File: src/rtl/div_unit.sv
// Multi-cycle radix-2 restoring divider for the EX stage.
// result = {remainder, quotient}; holds the pipeline via stallreq until ready.
// Optional early termination for |dividend| < |divisor| is built when the
// macro DIV_EARLY_OUT_EN is defined; the default build omits the comparator.
module div_unit #(
  parameter int unsigned WIDTH = 32,
  parameter int unsigned CNT_W = $clog2(WIDTH) + 1
) (
  input  logic                 clk,
  input  logic                 rst,
  input  logic                 start,
  input  logic                 signed_op,
  input  logic [WIDTH-1:0]     opdata1,
  input  logic [WIDTH-1:0]     opdata2,
  input  logic                 annul,
  output logic [2*WIDTH-1:0]   result,
  output logic                 ready,
  output logic                 stallreq
);

  typedef enum logic [1:0] {
    ST_IDLE   = 2'd0,
    ST_BYZERO = 2'd1,
    ST_ON     = 2'd2,
    ST_END    = 2'd3
  } state_e;

  state_e             state_q, state_d;
  logic [WIDTH-1:0]   dvd_q, dvd_d;   // dividend magnitude, shifts into quotient
  logic [WIDTH-1:0]   dvs_q, dvs_d;   // divisor magnitude
  logic [WIDTH-1:0]   rem_q, rem_d;   // partial remainder between steps
  logic [CNT_W-1:0]   cnt_q, cnt_d;
  logic               sgn_q, sgn_d;
  logic               neg1_q, neg1_d;
  logic               neg2_q, neg2_d;
  logic               ready_q, ready_d;
  logic [2*WIDTH-1:0] result_q, result_d;

  logic               op1_neg_c, op2_neg_c, divzero_c, early_c;
  logic [WIDTH-1:0]   mag1_c, mag2_c;
  logic [WIDTH:0]     trial_c, diff_c;
  logic               qbit_c, last_c;
  logic [WIDTH-1:0]   rem_nxt_c, quo_nxt_c, rem_fix_c, quo_fix_c;

  // Operand magnitudes straight from the inputs (only consumed in IDLE)
  always_comb begin
    op1_neg_c = signed_op & opdata1[WIDTH-1];
    op2_neg_c = signed_op & opdata2[WIDTH-1];
    mag1_c    = op1_neg_c ? (~opdata1 + WIDTH'(1)) : opdata1;
    mag2_c    = op2_neg_c ? (~opdata2 + WIDTH'(1)) : opdata2;
    divzero_c = (opdata2 == '0);
  end

`ifdef DIV_EARLY_OUT_EN
  // Quotient is zero whenever the dividend magnitude is below the divisor's
  assign early_c = ~divzero_c & (mag1_c < mag2_c);
`else
  assign early_c = 1'b0;
`endif

  // One restoring-subtract step plus the sign fix-up applied on the last step
  always_comb begin
    trial_c   = {rem_q, dvd_q[WIDTH-1]};
    diff_c    = trial_c - {1'b0, dvs_q};
    qbit_c    = ~diff_c[WIDTH];
    rem_nxt_c = qbit_c ? diff_c[WIDTH-1:0] : trial_c[WIDTH-1:0];
    quo_nxt_c = {dvd_q[WIDTH-2:0], qbit_c};
    quo_fix_c = (sgn_q & (neg1_q ^ neg2_q)) ? (~quo_nxt_c + WIDTH'(1)) : quo_nxt_c;
    rem_fix_c = (sgn_q & neg1_q) ? (~rem_nxt_c + WIDTH'(1)) : rem_nxt_c;
    last_c    = (cnt_q == CNT_W'(WIDTH - 1));
  end

  // State and datapath registers with asynchronous active-low reset
  always_ff @(posedge clk or negedge rst) begin
    if (!rst) begin
      state_q  <= ST_IDLE;
      dvd_q    <= '0;
      dvs_q    <= '0;
      rem_q    <= '0;
      cnt_q    <= '0;
      sgn_q    <= 1'b0;
      neg1_q   <= 1'b0;
      neg2_q   <= 1'b0;
      ready_q  <= 1'b0;
      result_q <= '0;
    end else begin
      state_q  <= state_d;
      dvd_q    <= dvd_d;
      dvs_q    <= dvs_d;
      rem_q    <= rem_d;
      cnt_q    <= cnt_d;
      sgn_q    <= sgn_d;
      neg1_q   <= neg1_d;
      neg2_q   <= neg2_d;
      ready_q  <= ready_d;
      result_q <= result_d;
    end
  end

  // Next-state logic; annul wins over everything else
  always_comb begin
    state_d = state_q;
    if (annul) begin
      state_d = ST_IDLE;
    end else begin
      unique case (state_q)
        ST_IDLE: begin
          if (start) begin
            if (divzero_c)    state_d = ST_BYZERO;
            else if (early_c) state_d = ST_END;
            else              state_d = ST_ON;
          end
        end
        ST_BYZERO: state_d = ST_END;
        ST_ON:     if (last_c) state_d = ST_END;
        ST_END:    if (!start) state_d = ST_IDLE;
        default:   state_d = ST_IDLE;
      endcase
    end
  end

  // Datapath and registered-output updates per state
  always_comb begin
    dvd_d    = dvd_q;
    dvs_d    = dvs_q;
    rem_d    = rem_q;
    cnt_d    = cnt_q;
    sgn_d    = sgn_q;
    neg1_d   = neg1_q;
    neg2_d   = neg2_q;
    ready_d  = ready_q;
    result_d = result_q;
    if (annul) begin
      ready_d  = 1'b0;
      result_d = '0;
      cnt_d    = '0;
    end else begin
      unique case (state_q)
        ST_IDLE: begin
          if (start) begin
            sgn_d  = signed_op;
            neg1_d = op1_neg_c;
            neg2_d = op2_neg_c;
            dvs_d  = mag2_c;
            rem_d  = '0;
            cnt_d  = '0;
            // Divide-by-zero keeps the raw dividend for the remainder slot
            dvd_d  = divzero_c ? opdata1 : mag1_c;
            if (!divzero_c && early_c) begin
              ready_d  = 1'b1;
              result_d = {opdata1, {WIDTH{1'b0}}};
            end
          end
        end
        ST_BYZERO: begin
          ready_d  = 1'b1;
          result_d = {dvd_q, {WIDTH{1'b1}}};
        end
        ST_ON: begin
          rem_d = rem_nxt_c;
          dvd_d = quo_nxt_c;
          cnt_d = cnt_q + CNT_W'(1);
          if (last_c) begin
            ready_d  = 1'b1;
            result_d = {rem_fix_c, quo_fix_c};
          end
        end
        ST_END: begin
          if (!start) begin
            ready_d  = 1'b0;
            result_d = '0;
          end
        end
        default: begin
          ready_d  = 1'b0;
          result_d = '0;
        end
      endcase
    end
  end

  assign result   = result_q;
  assign ready    = ready_q;
  assign stallreq = start & ~ready_q;

endmodule

File: config.mk
export PLATFORM = sky130hd
export DESIGN_NAME = div_unit
export DESIGN_NICKNAME = d
export VERILOG_FILES = /design/src/rtl/div_unit.sv
export SDC_FILE = /design/constraint.sdc
export NUM_CORES = 1
export LEC_CHECK = 0
export CAP_MARGIN = 40
export CORE_ASPECT_RATIO = 0.9
export CORE_MARGIN = 2
export CORE_UTILIZATION = 45
export CTS_CLUSTER_SIZE = 8
export DETAILED_ROUTE_END_ITERATION = 6
export GPL_ROUTABILITY_DRIVEN = 1
export PLACE_DENSITY = 0.68
export SLEW_MARGIN = 25
export SYNTH_ARGS = -nofsm -noshare
export SYNTH_HDL_FRONTEND = slang
export SYNTH_SLANG_ARGS = --single-unit
File: constraint.sdc
create_clock -name clk -period 4.5 [get_ports clk]
set_input_delay 0.675 -clock clk [delete_from_list [all_inputs] [get_ports clk]]
set_output_delay 0.675 -clock clk [all_outputs]
set_load 0.05 [all_outputs]
[Yosys cells after proc, flatten, opt, wreduce, memory -nomap -nowiden]
Cells that the tools add are included.
Storage, ports and cells
  bits of input ports: 69
  flip-flop bits (word level): 172
  output and inout port bits: 66
  logic and storage cells: 74
Cells by class
  bitwise operators: 13
  equality and inequality tests: 9
  reductions and logical operators: 9
  mux-type cells: 27
  add/sub/neg operators: 6
Operators with widths (number)
  2-to-1 mux 32 bit: 8
  2-to-1 mux 64 bit: 3
  one-hot mux 64 bit (3 select lines): 1
  adder 32 x 1 -> 32 bit, second input constant: 4
  NOT 32 bit: 4
  one-hot mux 32 bit (2 select lines): 2
  subtractor 33 x 32 -> 33 bit: 1
  logical NOT 32 bit: 1
  2-to-1 mux 6 bit: 2
  one-hot mux 6 bit (2 select lines): 1
  AND reduction 3 bit: 4
  2-to-1 mux 2 bit: 5
  != test 3 bit, second input constant: 3
  one-hot mux 2 bit (4 select lines): 1
  adder 6 x 1 -> 6 bit, second input constant: 1
  equality test 6 x 5 -> 1 bit, second input constant: 1
  bitwise AND 1 bit: 5
  equality test 2 bit, second input constant: 2
  != test 2 bit, second input constant: 2
  2-to-1 mux 1 bit: 3
  NOT 1 bit: 3
  one-hot mux 1 bit (3 select lines): 1
  nonzero test 3 bit: 1
  equality test 2 x 1 -> 1 bit, second input constant: 1
  other kinds (4): 4

[Logic depth before layout (Yosys ltp)]
Gate-level depths: netlist (run 1).
  word-level depth: 8
  depth in mapped cells: 23
  gate-level depth less buffers: 21

[Least setup slack after synthesis (run 1)]
Ideal clock, no wire load.
  kind: register -> register
  start point: reg dvd_q[31]
  end point: reg result_q[44], in the netlist result[44]
  data arrival time: 4.579 ns
  path buffers: 2
  data required time: 4.364 ns
  clock period less this slack: 4.715 ns
  stages on the path, launching flop included: 23
  setup slack: -0.215 ns
  setup time: 0.136 ns
  cell sequence: dfrtp_1 inv_1 ha_1 fa_1 nand2b_2 a211oi_4 o211ai_4 a211oi_4 o21a_2 nor2_8 inv_4 buf_4 buf_4 nor2_1 a21oi_1 ha_1 nand4b_4 or4_4 mux2i_4 a21oi_1 xnor2_1 a221oi_1 nor3_1
On the way
  longest elaborated chain between the ends: 8
Ends and longest elaborated chain
  start: declaration: line 29  | logic [WIDTH-1:0] dvd_q, dvd_d;
  start signal: assignment: line 88  | dvd_q <= dvd_d;
  subtractor 33 x 32 -> 33 bit: line 64  | diff_c = trial_c - {1'b0, dvs_q};
  2-to-1 mux 32 bit *: line 66  | rem_nxt_c = qbit_c ? diff_c[WIDTH-1:0] : trial_c[WIDTH-1:0];
  NOT 32 bit: line 69  | rem_fix_c = (sgn_q & neg1_q) ? (~rem_nxt_c + WIDTH'(1)) : rem_nxt_c;
  adder 32 x 1 -> 32 bit: line 69
  2-to-1 mux 32 bit *: line 69
  2-to-1 mux 64 bit *: line 163  | if (last_c) begin
  one-hot mux 64 bit (3 select lines) *: line 138  | unique case (state_q)
  2-to-1 mux 64 bit *: line 133  | if (annul) begin
  end signal: assignment: line 96  | result_q <= result_d;
  end: declaration: line 37  | logic [2*WIDTH-1:0] result_q, result_d;
Mark *: on every way between the ends. The rest lies on a longest branch, timed or not. The select of a mux whose other input is x is not followed.
A chain may end at the register's enable or synchronous reset.

[Worst setup path in the final report (run 1)]
  start point: reg rem_q[27]
  end point: reg result_q[60], in the netlist result[60]
On the way
  longest elaborated chain between the ends: 8
Ends and longest elaborated chain
  start: declaration: line 31  | logic [WIDTH-1:0] rem_q, rem_d;
  start signal: assignment: line 90  | rem_q <= rem_d;
  subtractor 33 x 32 -> 33 bit: line 64
  2-to-1 mux 32 bit *: line 66
  NOT 32 bit: line 69
  adder 32 x 1 -> 32 bit: line 69
  2-to-1 mux 32 bit *: line 69
  2-to-1 mux 64 bit *: line 163
  one-hot mux 64 bit (3 select lines) *: line 138
  2-to-1 mux 64 bit *: line 133
Marks and branches as above.

==> results.cfg, run 1 <==
[run_status]
status = finished, final reports clean

[flow_run]
cap_viol_max_count = 0

[yosys]
synth_top_area_frac = 0.3386
syn-num-nets = 1600
synth_edf_count = 0
yosys-top-cells-area = dfrtp_1, nand2_1, o21ai_0, xnor2_1, xor2_1
ys_warn_count = 0
yosys.cell_types.count = 93
ys.flop_type = dfrtp_1
synth_fa_ha_area_frac = 0.04094
seq_area_frac_synth = 0.3386
async_flop_share = 1.000
netlist_top_cells_count = nand2_1, dfrtp_1, o21ai_0
synth_top_family_by_area = compound AO/OA/AOI/OAI gates
syn_area_sq_um = 12710
synthMuxAreaShare = 0.04862
avgSynthCellArea_sq_um = 8.532
yosys.area.top_type = dfrtp_1
synthXorXnorAreaFrac = 0.09990
synth_most_common_cell = nand2_1
synth_simple_gate_area_share = 0.1698
synth_cells = 1490
ys_ff_latch = 172
synth_compound_area_frac = 0.2549

[die]
core_sq_um = 27870
ioPinCount = 135
fp.dieW_um = 181.2
rows = 58
die_h_um = 163.5
start_util = 0.4562
dieArea_sq_um = 29610

[clock_network]
htree_levels = 4
cts_hold_buf = 0
path_clk_slew_ps = 80
root_buffer = clkbuf_16
cts_tree = done
cts_buffer_depth = 2
insertion_delay_ps = 450
numCtsBuffers = 17
cts.sinks = 172

[timing]
worst_slack_ps = 272.1
drv_slew = 0
finalSetupTns_ps = 0
finalSetupViolCount = 0
hold_viol = 0
min_period_ps = 4228
max_freq_ghz = 0.2365
fin_skew_ps = 18.90
finalCritPeriodShare = 0.9395
worst_pin_slew_ps = 893.2
rsz0062_at_grt = false
relSlewSlack = 0.4010

[critical_path]
r2r_cells = 18
startpoint = rem_q[27]
arrival_ps = 4550
critPathRequiredTime_ps = 4820
cp_max_fo = 9
reg2reg_slack_ps = 270
crit_type = reg -> reg
endpoint_kind = flip-flop
r2r_end = result[60]
start_kind = flip-flop
r2r_start = rem_q[27]

[placement]
post-dp-hpwl_mm = 27.29
portBuffers = 134
place.gp.congestion = 0.8538
dp_slack_ps = 83.68
placed_cells = 1936

[grt]
grtUsageMet2 = 0.4112
grt_max_degree = 78
grt_pass1_wl_mm = 58.65
busiest_layer = met2
grt_remaining_overflow = 0
grtUsageTotal = 0.2472
grt_pass1_vias = 11080
grt_util_met1 = 0.3339
grt_util_met3 = 0.04326
antenna_found_initial = 0

[layout]
area_growth_pct = 19.15
nNetsFinal = 1710
n_antenna_cell = 0
final_cells = 1973
drive_gt1_frac = 0.09361

[route]
drtIter0Drc = 985
vias = 11470
first_pass_iters = 5
ant_nets = 0
wl_per_cell_um = 18.36
viasPerCell = 5.814
drc_errors = 0
routed_wirelength_mm = 36.22

[worst_hold_path]
min_path_type = in -> async
[sequential cells by signal, summed over array words and instances (netlist names)]
| register | flops |
|---|---|
| dvs_q | 32 |
| ready | 1 |
| sgn_q | 1 |
| cnt_q | 6 |
| dvd_q | 32 |
| neg2_q | 1 |
| neg1_q | 1 |
| rem_q | 32 |
| state_q | 2 |
| result | 64 |
[how the worst max path moves through the flow]
stage | end | slack, ps
6_report | result[60] | 270
5_1_grt | result[60] | 4
4_1_cts | result[44] | 70
3_5_place_dp | result[44] | 80
3_3_place_gp | result[44] | 230
2_1_floorplan | result[44] | 70
[stage by stage]
| step | utilization | cell area (sq um) | hold slack [ps] |
|---|---|---|---|
| finish | 0.5436 | 15150 | 215.4 |
| CTS | 0.5397 | 15040 | 230.4 |
| global placement | 0.5176 | 14420 | 462.8 |
| floorplan | - | 12750 | 379.4 |
| detailed placement | 0.5182 | 14440 | 466.4 |
| global route | 0.5436 | 15150 | 261.3 |
[placed cells by master (no fill, tap or decap), types with 6 or more instances in the layout]
master / instances
o31ai_1: 20
o211ai_1: 11
or3_1: 16
a21o_1: 34
buf_4: 31
o41ai_1: 8
nand2b_1: 12
clkdlybuf4s50_1: 133
ha_1: 38
a21oi_2: 6
inv_1: 60
nor4_1: 21
o21ai_0: 140
a21oi_1: 100
and3_1: 9
o21ai_1: 49
or4_1: 6
o31ai_2: 7
o41ai_2: 6
nor2_1: 75
a31oi_1: 8
o21a_1: 10
dfrtp_1: 172
xnor2_1: 80
nand2_1: 200
nand3_1: 12
xor2_1: 65
mux2i_1: 55
o31ai_4: 6
clkbuf_16: 17
nor3_1: 30
a22oi_1: 26
inv_8: 6
and2_1: 10
nand4_1: 8
[routing by layer]
| metal | vias up | wire (um) |
|---|---|---|
| met3 | 47 | 1926 |
| met5 | - | 0 |
| met2 | 335 | 17110 |
| li1 | 5557 | - |
| met4 | 0 | 690 |
| met1 | 5532 | 16490 |
[what timing repair did]
action,CTS,global route
buffers inserted,0,3
hold endpoints to repair,0,0
gates resized for setup,0,7
setup endpoints to repair,0,14
[critical path, stage by stage, from the launching register on]
cell	delay, ps
dfrtp_1	430
ha_1	480
nand4_1	260
nand4b_1	360
a211oi_4	370
o21a_4	200
nor2_8	50
inv_6	70
nor2_1	40
a21oi_2	180
ha_4	190
nand4b_4	120
or4_4	460
mux2i_4	240
buf_12	150
nand3_2	70
o31ai_2	220
xnor2_1	150
o21ai_1	70
[area by class of cell]
| type | count | area (sq um) |
|---|---|---|
| Timing Repair Buffer | 170 | 1665 |
| Multi-Input combinational cell | 1177 | 7891 |
| Inverter | 62 | 237.7 |
| Clock inverter | 15 | 172.7 |
| Tap cell | 360 | 450.4 |
| Sequential cell | 172 | 4304 |
| Clock buffer | 17 | 425.4 |
| Fill cell | 2570 | 12720 |
[cell families after synthesis]
family / count (synthesis)
buffers and inverters: 141
xor gates and xnor gates: 145
DFF: 172
adders and majority gates: 41
muxes: 60
and+or+nand+nor: 440
AOI/OAI and AO/OA: 491
Power of run 1 is left out: the tool's default activity adds up to more than one toggle a clock period on the data nets, which glitch-free logic cannot reach.
==> run 2, diff against run 1 <==
Settings changed: PLACE_DENSITY 0.68 to 0.76.
==> run 2 against run 1 <==
Net effect:
- utilization is 0.50 points higher
- flip-flop and latch count stayed put
- count of clock-buffer cells in the layout is 1 higher
- sequential share of layout area is 0.26 points lower
- first-iteration DRC count is 9.9% higher
- hold slack worse by 18 ps
- critical path depth is 2 higher
- non-clock buffer count is 10 higher
- largest cell class unchanged
- clock skew is 9.4 ps lower
- fmax is 2.0% lower
==> results.cfg, run 2 (same netlist as run 1, synthesis figures left out) <==
[placement]
place.gp.congestion = 0.9208
post-dp-hpwl_mm = 27.72
dp_slack_ps = 18.54
dpl-instance-area_sq_um = 14480
portBuffers = 134

[layout]
final_cell_area_sq_um = 15290
nNetsFinal = 1720
n_fill_cell = 2500
n_antenna_cell = 0
largest_reg_flops = 64
layout_common_cells = nand2_1, dfrtp_1, o21ai_0
final_common_cell = nand2_1
drive_gt1_frac = 0.1047
final_util = 0.5485
area_growth_pct = 20.25

[timing]
min_period_ps = 4316
drv_slew = 0
relSlewSlack = 0.4473
fin_skew_ps = 9.542
finalSetupViolCount = 0
max_freq_ghz = 0.2317
worst_pin_slew_ps = 824.0
worst_slack_ps = 184.2
finalCritPeriodShare = 0.9591
hold_viol = 0

[flow_run]
cap_viol_max_count = 0

[critical_path]
critPathRequiredTime_ps = 4820
crit_type = reg -> reg
r2r_start = rem_q[6]
arrival_ps = 4640
reg2reg_slack_ps = 180
cp_max_fo = 7
r2r_cells = 20
endpoint_kind = flip-flop
start_kind = flip-flop
r2r_end = result[60]

[clock_network]
cts_hold_buf = 0
numCtsBuffers = 17
root_buffer = clkbuf_16
cts_buffer_depth = 2
htree_levels = 4
insertion_delay_ps = 440
cts.sinks = 172
cts_tree = done
path_clk_slew_ps = 80

[die]
fp.dieW_um = 181.2
ioPinCount = 135
dieArea_sq_um = 29610
rows = 58
start_util = 0.4562
die_h_um = 163.5
core_sq_um = 27870

[grt]
grt_max_degree = 74
grtUsageTotal = 0.2518
grt_remaining_overflow = 0
grt_pass1_wl_mm = 60.03
antenna_found_initial = 0
grt_pass1_vias = 11530

[route]
drtIter0Drc = 1083
first_pass_iters = 7
vias = 11800
viasPerCell = 5.951
wl_per_cell_um = 18.73
drc_errors = 0
ant_nets = 0
routed_wirelength_mm = 37.15

[run_status]
status = finished, final reports clean

[worst_hold_path]
min_path_type = in -> async
[run 2: cell count changes in the layout (fill, tap and decap cells not counted), sizes merged]
cell and change:
buf +10, clkinvlp +1, inv -1, clkbuf +1, clkinv -1
[run 2: how the worst max path moves through the flow]
| stage | from | end | slack (ps) |
|---|---|---|---|
| 6_report | rem_q[6] | result[60] | 180 |
| 5_1_grt | rem_q[6] | result[42] | -20 |
| 4_1_cts | dvd_q[31] | result[60] | 30 |
| 3_5_place_dp | dvd_q[31] | result[42] | 20 |
| 3_3_place_gp | dvd_q[31] | result[44] | 200 |
| 2_1_floorplan | dvd_q[31] | result[44] | 70 |
[run 2: final cells by class]
| type | count | area [sq um] | share of cell area |
|---|---|---|---|
| tap | 360 | 450.4 | 0.02947 |
| inverter | 62 | 237.7 | 0.01555 |
| clock buffer | 18 | 429.2 | 0.02808 |
| sequential | 172 | 4304 | 0.2816 |
| clock inverter | 14 | 146.4 | 0.009577 |
| timing repair buffer | 180 | 1768 | 0.1157 |
| multi-input combinational | 1177 | 7950 | 0.5201 |
[run 2: per-stage QoR]
stage / hold slack, ps / std cells / TNS (ps)
global route: 226.7 / 1983 / -25.65
finish: 197.1 / 1983 / 0
CTS: 206.9 / 1972 / 0
detailed placement: 469.6 / 1939 / 0
floorplan: 379.4 / 1490 / 0
global placement: 464.7 / 1937 / 0
[run 2: worst max-delay path: stages, from the launching register on]
cell	delay [ps]
dfrtp_1	470
ha_1	400
a21oi_1	220
nand2_1	140
o211ai_4	290
a211oi_4	110
buf_6	140
nor3_4	240
nor2_8	80
inv_6	90
nor2_1	70
a21oi_4	170
ha_4	180
nand4b_4	120
or4_4	570
mux2i_4	240
buf_12	150
nand3_4	70
o31ai_4	240
xnor2_1	140
o21ai_1	80
[run 2: layer usage]
metal  share of wire  wire length (um)  GRT usage  vias up
met2            0.48             17880     0.4291      385
met5               0                 0          0        -
li1                -                 -          -     5592
met1            0.44             16500     0.3317     5770
met3           0.053              1966    0.04147       53
met4           0.021               797    0.07021        0
[run 2: what timing repair did]
item / in CTS / in global routing
buffers inserted: 1 / 8
setup endpoints to repair: 2 / 15
pin swaps: 0 / 12
gates cloned: 0 / 0
gates resized for setup: 0 / 23
Power of run 2 is left out for the same reason.
==> run 3, diff against run 2 <==
Settings changed: REMOVE_ABC_BUFFERS set to 1, TNS_END_PERCENT set to 10.
==> run 3 against run 2 <==
Net effect:
- sequential share of layout area barely moved
- worst setup slack got worse by 51 ps
- global-route usage barely moved
- flip-flop and latch count did not move
- final cell count rose by 0.45%
- largest cell class unchanged
- utilization barely moved
==> results.cfg, run 3 (same netlist as run 1, synthesis figures left out) <==
[clock_network]
root_buffer = clkbuf_16
numCtsBuffers = 17
htree_levels = 4
cts.sinks = 172
cts_buffer_depth = 2
path_clk_slew_ps = 80
cts_hold_buf = 0
insertion_delay_ps = 450
cts_tree = done

[layout]
final_cell_area_sq_um = 15270
nNetsFinal = 1729
area_growth_pct = 20.14
regArea_sq_um = 4304
multi_input_area_sq_um = 7899
largest_reg_flops = 64
layout_common_cells = nand2_1, dfrtp_1, o21ai_0
drive_gt1_frac = 0.1036
n_antenna_cell = 0
final_util = 0.5480
final_cells = 1992
n_fill_cell = 2544
final_common_cell = nand2_1

[critical_path]
start_kind = flip-flop
endpoint_kind = flip-flop
crit_type = reg -> reg
r2r_end = result[60]
r2r_start = dvs_q[29]
r2r_cells = 21
arrival_ps = 4690
reg2reg_slack_ps = 130
cp_max_fo = 7
critPathRequiredTime_ps = 4820
startpoint = dvs_q[29]

[timing]
worst_slack_ps = 132.9
finalSetupViolCount = 0
fin_skew_ps = 17.69
rsz0062_at_grt = true
relSlewSlack = 0.3932
finalCritPeriodShare = 0.9705
drv_slew = 0
worst_pin_slew_ps = 904.8
max_freq_ghz = 0.2290
hold_viol = 0
min_period_ps = 4367

[placement]
placed_cells = 1952
dp_slack_ps = -21.42
portBuffers = 134
post-dp-hpwl_mm = 28.04
dpl-instance-area_sq_um = 14500
place.gp.congestion = 0.9291

[grt]
grt_pass1_vias = 11290
grt_max_degree = 70
antenna_found_initial = 0
grt_remaining_overflow = 0
grt_pass1_wl_mm = 59.79
grtUsageTotal = 0.2520

[route]
drc_errors = 0
wl_per_cell_um = 18.58
first_pass_iters = 6
viasPerCell = 5.910
routed_wirelength_mm = 37.01
vias = 11770
drtIter0Drc = 1117
ant_nets = 0

[die]
start_util = 0.4562
dieArea_sq_um = 29610
ioPinCount = 135
fp.dieW_um = 181.2
die_h_um = 163.5
rows = 58
core_sq_um = 27870

[worst_hold_path]
min_path_type = in -> async

[flow_run]
cap_viol_max_count = 0

[run_status]
status = finished, final reports clean
-- run 3: cell count changes in the layout (fill, tap and decap cells not counted), moves of 3 or more --
cell     change
a21oi_1      +3
ha_2         -3
buf_4       +14
ha_1         +4
-- run 3: layer usage --
| layer | wire length, um | vias up | track usage |
|---|---|---|---|
| met2 | 17540 | 431 | 0.4215 |
| met4 | 565 | 0 | 0.05839 |
| met5 | 0 | - | 0 |
| met1 | 16460 | 5705 | 0.3440 |
| met3 | 2438 | 41 | 0.03969 |
| li1 | - | 5596 | - |
-- run 3: worst max path at each step --
stage / cells after the start / slack, ps / end
2_1_floorplan: 10 / -1050 / result[47]
3_3_place_gp: 20 / 90 / result[46]
3_5_place_dp: 20 / -20 / result[42]
4_1_cts: 21 / 4 / result[60]
5_1_grt: 19 / -120 / result[60]
6_report: 21 / 130 / result[60]
-- run 3: cell type report --
cell class                 instances  share of cell area
tap                              360             0.02949
timing repair buffer             189              0.1178
clock buffer                      18             0.02810
clock inverter                    14             0.01016
inverter                          62             0.01540
multi-input combinational       1177              0.5172
sequential                       172              0.2818
-- run 3: stage by stage --
stage	hold slack [ps]	TNS (ps)
5_1_grt	279.7	-687.6
3_3_place_gp	462.8	0
3_5_place_dp	464.3	-34.94
4_1_cts	267.6	0
2_1_floorplan	379.4	-38580
6_report	226.5	0
-- run 3: timing repair --
action	CTS	global route
hold endpoints to repair	0	0
endpoints found under the setup margin	5	15
setup buffers	4	1
pin swaps	6	4
resized for setup	5	12
-- run 3: critical path, cell delays in order, from the launching register on --
cell	delay, ps
dfrtp_1	350
inv_1	60
ha_1	370
a21o_1	230
a21o_1	180
a21oi_1	340
o31ai_4	180
o21a_2	280
nor2_8	130
inv_4	60
nand2_1	70
o21ai_1	90
inv_1	130
ha_4	170
nand4b_4	120
or4_4	570
mux2i_4	240
buf_4	160
nand3_2	90
o31ai_2	220
xnor2_1	150
o21ai_1	70
Power of run 3 is left out for the same reason.
